===== config.mk =====
export PLATFORM = sky130hd
export DESIGN_NAME = text_overlay_ctrl
export DESIGN_NICKNAME = d
export VERILOG_FILES = /design/src/rtl/text_overlay_ctrl.sv
export SDC_FILE = /design/constraint.sdc
export NUM_CORES = 1
export LEC_CHECK = 0
export ABC_CLOCK_PERIOD_IN_PS = 3520
export BUFFER_PORTS_ARGS = -buffer_cell sky130_fd_sc_hd__buf_4
export CORE_ASPECT_RATIO = 0.75
export CORE_MARGIN = 4
export CORE_UTILIZATION = 61
export CTS_BUF_LIST = sky130_fd_sc_hd__clkbuf_8 sky130_fd_sc_hd__clkbuf_16
export DETAILED_ROUTE_END_ITERATION = 6
export MAX_ROUTING_LAYER = met4
export PLACE_DENSITY_LB_ADDON = 0.25
export SYNTH_ARGS = -nofsm -noshare
export SYNTH_HDL_FRONTEND = slang
export SYNTH_SLANG_ARGS = --single-unit
export TNS_END_PERCENT = 100

===== constraint.sdc =====
create_clock -name clk -period 3.52 [get_ports clk]
set_input_delay 0.704 -clock clk [delete_from_list [all_inputs] [get_ports clk]]
set_output_delay 0.704 -clock clk [all_outputs]
set_load 0.03 [all_outputs]

===== src/rtl/text_overlay_ctrl.sv =====
// Text-overlay sequencer: character buffer, char_ROM addressing, glyph-bit select and
// sync delay, plus a host write port and a buffer-clear sweep.
module text_overlay_ctrl #(
   parameter int COLS = 16,
   parameter int ROWS = 4,
   parameter int X0   = 0,
   parameter int Y0   = 0,
   parameter int HW   = 11,
   parameter int AW   = $clog2(COLS * ROWS)
) (
   input  logic          clk,
   input  logic          rst_n,
   input  logic [HW-1:0] hcount,
   input  logic [HW-1:0] vcount,
   input  logic          de_in,
   input  logic          hs_in,
   input  logic          vs_in,
   input  logic          wr_en,
   input  logic [AW-1:0] wr_addr,
   input  logic [7:0]    wr_data,
   input  logic          clr_req,
   output logic          wr_ack,
   output logic          busy,
   output logic [7:0]    rom_addr,
   input  logic [63:0]   rom_dout,
   output logic          pix_on,
   output logic          de_out,
   output logic          hs_out,
   output logic          vs_out
);
   localparam int CELLS = COLS * ROWS;
   localparam logic [HW:0]   X_LO   = (HW+1)'(X0);
   localparam logic [HW:0]   Y_LO   = (HW+1)'(Y0);
   localparam logic [HW:0]   X_SPAN = (HW+1)'(8 * COLS);
   localparam logic [HW:0]   Y_SPAN = (HW+1)'(8 * ROWS);
   localparam logic [AW-1:0] LAST   = AW'(CELLS - 1);

   typedef enum logic {IDLE = 1'b0, CLEAR = 1'b1} state_t;

   logic [7:0]    mem_r [CELLS];
   state_t        state_r;
   logic [AW-1:0] ptr_r;

   logic [HW:0]   dx_s, dy_s;
   logic          in_win_s, host_acc_s, we_s;
   logic [AW-1:0] rd_addr_s, wa_s;
   logic [7:0]    wd_s;

   logic [AW-1:0] rd_addr_r;
   logic          en1_r, en2_r, en3_r;
   logic [2:0]    r1_r, c1_r, r2_r, c2_r, r3_r, c3_r;
   logic [2:0]    sync1_r, sync2_r, sync3_r;

   // Offsets are taken one bit wider so a coordinate left of/above the window wraps far out of range.
   assign dx_s      = {1'b0, hcount} - X_LO;
   assign dy_s      = {1'b0, vcount} - Y_LO;
   assign in_win_s  = (dx_s < X_SPAN) && (dy_s < Y_SPAN);
   assign rd_addr_s = AW'(int'(dy_s[HW-1:3]) * COLS + int'(dx_s[HW-1:3]));

   // Write-port arbitration: the clear sweep owns the port; host writes only when idle and no clear pending.
   always_comb begin
      host_acc_s = 1'b0;
      we_s       = 1'b0;
      wa_s       = wr_addr;
      wd_s       = wr_data;
      if (state_r == CLEAR) begin
         we_s = 1'b1;
         wa_s = ptr_r;
         wd_s = 8'h00;
      end else begin
         host_acc_s = wr_en & ~clr_req & (int'(wr_addr) < CELLS);
         we_s       = host_acc_s;
      end
   end

   // Character buffer write port.
   always_ff @(posedge clk) begin
      if (we_s) begin
         mem_r[wa_s] <= wd_s;
      end
   end

   // Clear sequencer with registered busy and write acknowledge.
   always_ff @(posedge clk or negedge rst_n) begin
      if (!rst_n) begin
         state_r <= CLEAR;
         ptr_r   <= {AW{1'b0}};
         busy    <= 1'b1;
         wr_ack  <= 1'b0;
      end else begin
         wr_ack <= host_acc_s;
         case (state_r)
            CLEAR: begin
               if (ptr_r == LAST) begin
                  state_r <= IDLE;
                  busy    <= 1'b0;
                  ptr_r   <= {AW{1'b0}};
               end else begin
                  ptr_r <= ptr_r + {{(AW-1){1'b0}}, 1'b1};
               end
            end
            IDLE: begin
               if (clr_req) begin
                  state_r <= CLEAR;
                  busy    <= 1'b1;
                  ptr_r   <= {AW{1'b0}};
               end
            end
            default: begin
               state_r <= CLEAR;
               busy    <= 1'b1;
               ptr_r   <= {AW{1'b0}};
            end
         endcase
      end
   end

   // Display pipeline: coords -> buffer read -> char_ROM -> glyph bit; syncs ride along as {de,hs,vs}.
   always_ff @(posedge clk or negedge rst_n) begin
      if (!rst_n) begin
         rd_addr_r <= {AW{1'b0}};
         en1_r     <= 1'b0;
         en2_r     <= 1'b0;
         en3_r     <= 1'b0;
         r1_r      <= 3'd0;
         c1_r      <= 3'd0;
         r2_r      <= 3'd0;
         c2_r      <= 3'd0;
         r3_r      <= 3'd0;
         c3_r      <= 3'd0;
         sync1_r   <= 3'd0;
         sync2_r   <= 3'd0;
         sync3_r   <= 3'd0;
         rom_addr  <= 8'h00;
         pix_on    <= 1'b0;
         de_out    <= 1'b0;
         hs_out    <= 1'b0;
         vs_out    <= 1'b0;
      end else begin
         rd_addr_r <= (in_win_s & de_in) ? rd_addr_s : {AW{1'b0}};
         en1_r     <= in_win_s & de_in;
         r1_r      <= dy_s[2:0];
         c1_r      <= dx_s[2:0];
         sync1_r   <= {de_in, hs_in, vs_in};
         rom_addr  <= en1_r ? mem_r[rd_addr_r] : 8'h00;
         en2_r     <= en1_r;
         r2_r      <= r1_r;
         c2_r      <= c1_r;
         sync2_r   <= sync1_r;
         en3_r     <= en2_r;
         r3_r      <= r2_r;
         c3_r      <= c2_r;
         sync3_r   <= sync2_r;
         // Bit 63-8r-c is simply {~r,~c}.
         pix_on    <= en3_r & rom_dout[{~r3_r, ~c3_r}];
         {de_out, hs_out, vs_out} <= sync3_r;
      end
   end
endmodule


Yosys cells after proc, flatten, opt, wreduce, memory -nomap -nowiden
Memories as Yosys holds them, arrays and structs flattened.
Cells that the tools add are included.
Word-level totals
  register bits: 57
  bits in writable memories: 512
  bits of input ports: 107
  output and inout bits: 14
  logic and storage cells: 59
  memories kept: 1
Operators by class
  add/subtract/negate cells: 2
  order comparisons: 3
  equality and inequality tests: 3
  multiplexer cells: 19
  bitwise gates (word level): 7
  reductions and logical operators: 2
Memory list
  mem_r: words 64, bits a word 8, rd ports 1, clocked after Yosys merged registers in 0, wr ports 1, line 40  | logic [7:0] mem_r [CELLS];
Operators with widths (number)
  $mux W6: 4
  $mux W8: 2
  $pmux W6 S2: 1
  $lt A11 B6 Y1 const B: 1
  $lt A11 B8 Y1 const B: 1
  $mux W1: 9
  $lt A6 B7 Y1 const B: 1
  $add A6 B1 Y6 const B: 1
  $add A6 B6 Y6: 1
  $bmux W1 S6: 1
  $eq A6 B6 Y1 const B: 1
  $not A3 Y3: 2
  $pmux W1 S2: 2
  $and A1 B1 Y1: 3
  $ne A2 B1 Y1 const B: 1
  $ne A2 B2 Y1 const B: 1
  $not A1 Y1: 2
  $reduce_and A2 Y1: 1
  $logic_and A1 B1 Y1: 1

Longest topological paths before layout
  word-level depth: 5
  gate-level depth with buffers: 9
  depth with buffers taken out: 5

Least setup slack after synthesis
OpenSTA, ideal clock, no wires.
  kind: reg2reg
  from: register state_r
  to: memory mem_r[0][0] (data pin)
  setup time: 0.514 ns
  arrival: 2.372 ns
  data required time: 3.006 ns
  setup slack: 0.634 ns
  cell stages (with the launch flop): 4
  buffers on the path: 2
  cell sequence: dfstp_2 > clkbuf_1 > clkbuf_1 > nor2b_1
Between the ends
  longest elaborated chain between the ends: 1
Ends and longest elaborated chain
  from (decl): line 41  | state_t state_r;
  from (signal assigned): line 86  | state_r <= CLEAR;
  from (signal assigned): line 95  | state_r <= IDLE;
  from (signal assigned): line 104  | state_r <= CLEAR;
  $mux W8: line 66  | if (state_r == CLEAR) begin
  via wd_s[0]: line 47  | logic [7:0] wd_s;
  to (decl): line 40
The timed path passes the listed nets, and every way through them passes these cells.

Worst setup path in the final report
  from: register state_r
  to: memory mem_r[55][1] (enable)
Between the ends
  longest elaborated chain between the ends: 3
  elaborated cells between the ends (all ways): 4
  classes of those cells: mux (4)
Ends and longest elaborated chain
  $mux W1: line 66
  $mux W1: line 78  | if (we_s) begin
  $mux W1 (implied by the code): line 79  | mem_r[wa_s] <= wd_s;
Parallel ways exist; a longest one is shown, timed or not.

==> run_results.csv <==
group,metric,value,unit
drt,wl,53.8,mm
clock_tree,cts.htree.levels,2,
drt,drt_pass1_iterations,6,
critical_path,critical_path_class,"register to register",
sta,hold_violations,0,
clock_tree,clock-sinks,569,
sta,timing.setup.tns,0,ns
final_layout,final_area,25900,µm²
grt,grt_pass1_vias,11548,
floorplan,start_util,62.1,%
placement,place_congestion,0.885,
sta,fmax,348,MHz
sta,skew,0.0134,ns
clock_tree,insertion_delay,0.58,ns
yosys,synth_edf_count,512,
yosys,async_reset_ff_share,10.0,%
final_layout,final_layout_size_suffix_gt1_share,33.6,%
drt,antenna_left,0,
yosys,yosys.area.top_type,"edfxtp_1",
outcome,status,"complete, no violations",
grt,grt_pass1_wl,79.7,mm
grt,global_route.overflow_total,0,
sta,relSlewSlack,42.5,%
pwr,powerDensity,581,nW/µm²
clock_tree,cts_buffers,51,
sta,period_minus_slack,2.88,ns
placement,placedInstanceArea,24200,µm²
job,maxCapViolations,0,
grt,antenna_found_initial,2,
sta,hold_slack,0.206,ns
clock_tree,cts_resized,0,
drt,drc,0,
yosys,synth_commonest_cells,"edfxtp_1, mux4_2, nor2_1",
sta,layout_setup_ws,0.643,ns
sta,rsz0062_at_grt,"no",
yosys,post_synth_instance_area,22400,µm²
critical_path,crit_start,"state_r",
yosys,synth_top_area_share,68.7,%
sta,slew_violations,0,
clock_tree,ctsRootBufferMaster,"clkbuf_16",
clock_tree,cts_tree,"done",
final_layout,fin_cells,1767,
clock_tree,cts_max_path_buffers,3,
floorplan,ios,121,
drt,wl_per_cell,30.4,µm
pwr,p_leak,8.66,nW
critical_path,worstSetupEndpointType,"register",
clock_tree,post_cts_buffers,0,
placement,placed_cells,1671,
hold_path,hp-class,"primary input to asynchronous set/reset pin",
drt,num_vias,11536,
drt,drtIter0Drc,1621,
yosys,ys_types,43,
placement,hpwl,33.9,mm
floorplan,die-area,39800,µm²
critical_path,crit_arrival,3.08,ns
grt,grt_max_degree,65,
yosys,yosysWarningCount,0,
critical_path,reg2reg_from,"state_r",
placement,pre_cts_slack,0.476,ns
pwr,finalPower,15.1,mW
yosys,yosys-top-cells-area,"edfxtp_1, mux4_2, dfrtp_1",
drt,via_per_inst,6.53,
yosys,synth.most_common_cell,"edfxtp_1",
clock_tree,holdBufCountCts,0,
yosys,syn_nets,1177,
yosys,synth_flop_cell,"edfxtp_1",
pwr,peakVddDrop,0.707,mV
sta,tightestPinTransition,0.862,ns
floorplan,num_rows,60,
yosys,synth_area_per_cell,20.9,µm²
yosys,ys_seq_area_share,75.1,%
sta,fin_crit_sh,81.7,%
critical_path,crit_path_start_kind,"register",
final_layout,fin_nets,1368,
final_layout,utilization,72.0,%
floorplan,die_x,229,µm
critical_path,required,3.72,ns
yosys,syn_inst,1068,
yosys,ys_seq_elements,569,
floorplan,core_area,36000,µm²
floorplan,fp.dieH,174,µm
final_layout,syn2layout_area_growth,16.0,%
placement,io_buffers,120,
grt,track_usage,28.4,%
sta,setup_viol,0,
clock_tree,clk_pin_slew,0.06,ns
critical_path,cp_max_fo,35,
[flip-flops by register name, indices dropped and copies added, names as in the netlist, 6 cells and up]
register / flops
mem_r: 512
ptr_r: 6
rd_addr_r: 6
rom_addr: 8
[power breakdown]
group | internal (mW) | switching, mW | total, mW
Combinational | 0.487 | 0.939 | 1.43
Clock | 3.26 | 2.36 | 5.62
Sequential | 7.84 | 0.200 | 8.04
Total | 11.6 | 3.50 | 15.1
[worst paths after layout]
check / endpoint / slack [ns] / cells after the start
max in group asynchronous: rd_addr_r[2] / 2.71 / 1
worst min-delay path: sync3_r[0] / 0.21 / 1
worst min register to register: sync3_r[2] / 0.34 / 0
worst max register to register: mem_r[55][1] / 0.64 / 4
min in group clk: sync1_r[1] / 0.24 / 1
worst max-delay path: mem_r[55][1] / 0.64 / 4
[layer usage]
layer / global-route usage [%] / routed length (µm) / share of wire, %
met5: - / 0 / 0
met1: 42.4 / 21600 / 40
met3: 8.62 / 6850 / 13
met4: 6.28 / 1180 / 2.2
met2: 39.8 / 24200 / 45
[worst max-delay path, stage by stage (launching register included)]
cell,delay (ns)
dfstp_2,0.54
nor3b_1,0.43
a22o_1,0.26
nand2_1,0.51
nor2_1,0.75
[layout by cell type (no fill, tap or decap), drive strengths merged, types with 2 or more instances in the layout]
| cell | netlist | routed |
|---|---|---|
| nor4 | 2 | 2 |
| a2111oi | 3 | 3 |
| a21oi | 6 | 6 |
| nor3 | 4 | 4 |
| bufinv | 0 | 6 |
| nand2b | 12 | 12 |
| a22oi | 10 | 10 |
| nor2 | 73 | 73 |
| dfrtp | 55 | 55 |
| clkbuf | 18 | 58 |
| mux2 | 2 | 2 |
| buf | 36 | 192 |
| a22o | 3 | 3 |
| o31ai | 3 | 3 |
| nor3b | 4 | 4 |
| o32ai | 4 | 4 |
| clkinv | 0 | 17 |
| o21ai | 16 | 16 |
| nand3 | 11 | 11 |
| mux2i | 45 | 45 |
| o22ai | 3 | 3 |
| xnor2 | 3 | 3 |
| o211ai | 3 | 3 |
| o311ai | 2 | 2 |
| edfxtp | 512 | 512 |
| and2 | 8 | 8 |
| a221oi | 4 | 4 |
| and3 | 3 | 3 |
| a21o | 2 | 2 |
| mux4 | 155 | 155 |
| inv | 8 | 18 |
| nor2b | 11 | 11 |
| dfstp | 2 | 2 |
| diode | 0 | 2 |
| nand2 | 37 | 37 |
| ha | 2 | 2 |
| clkinvlp | 0 | 3 |
| a32o | 3 | 3 |
[logic make-up (layout without fill, tap and decap cells)]
group	Yosys count	after routing	synth area share, %
flops	569	569	75.1
mux	202	202	17.7
simple gates	166	166	3.36
compound gates	63	63	1.99
buf+inv	62	294	1.53
xor+xnor	4	4	0.157
fa+ha+maj	2	2	0.112
other cells	0	2	0
[area by class of cell]
type	instances	area, µm²
inverter	8	30.0
clock buffer	58	1400
clock inverter	36	313
timing repair buffer	192	1500
antenna	2	5.00
fill	2086	10100
sequential	569	16800
tap	465	582
multi-input combinational	437	5300
No activity file was read; power rests on OpenSTA's default activity.
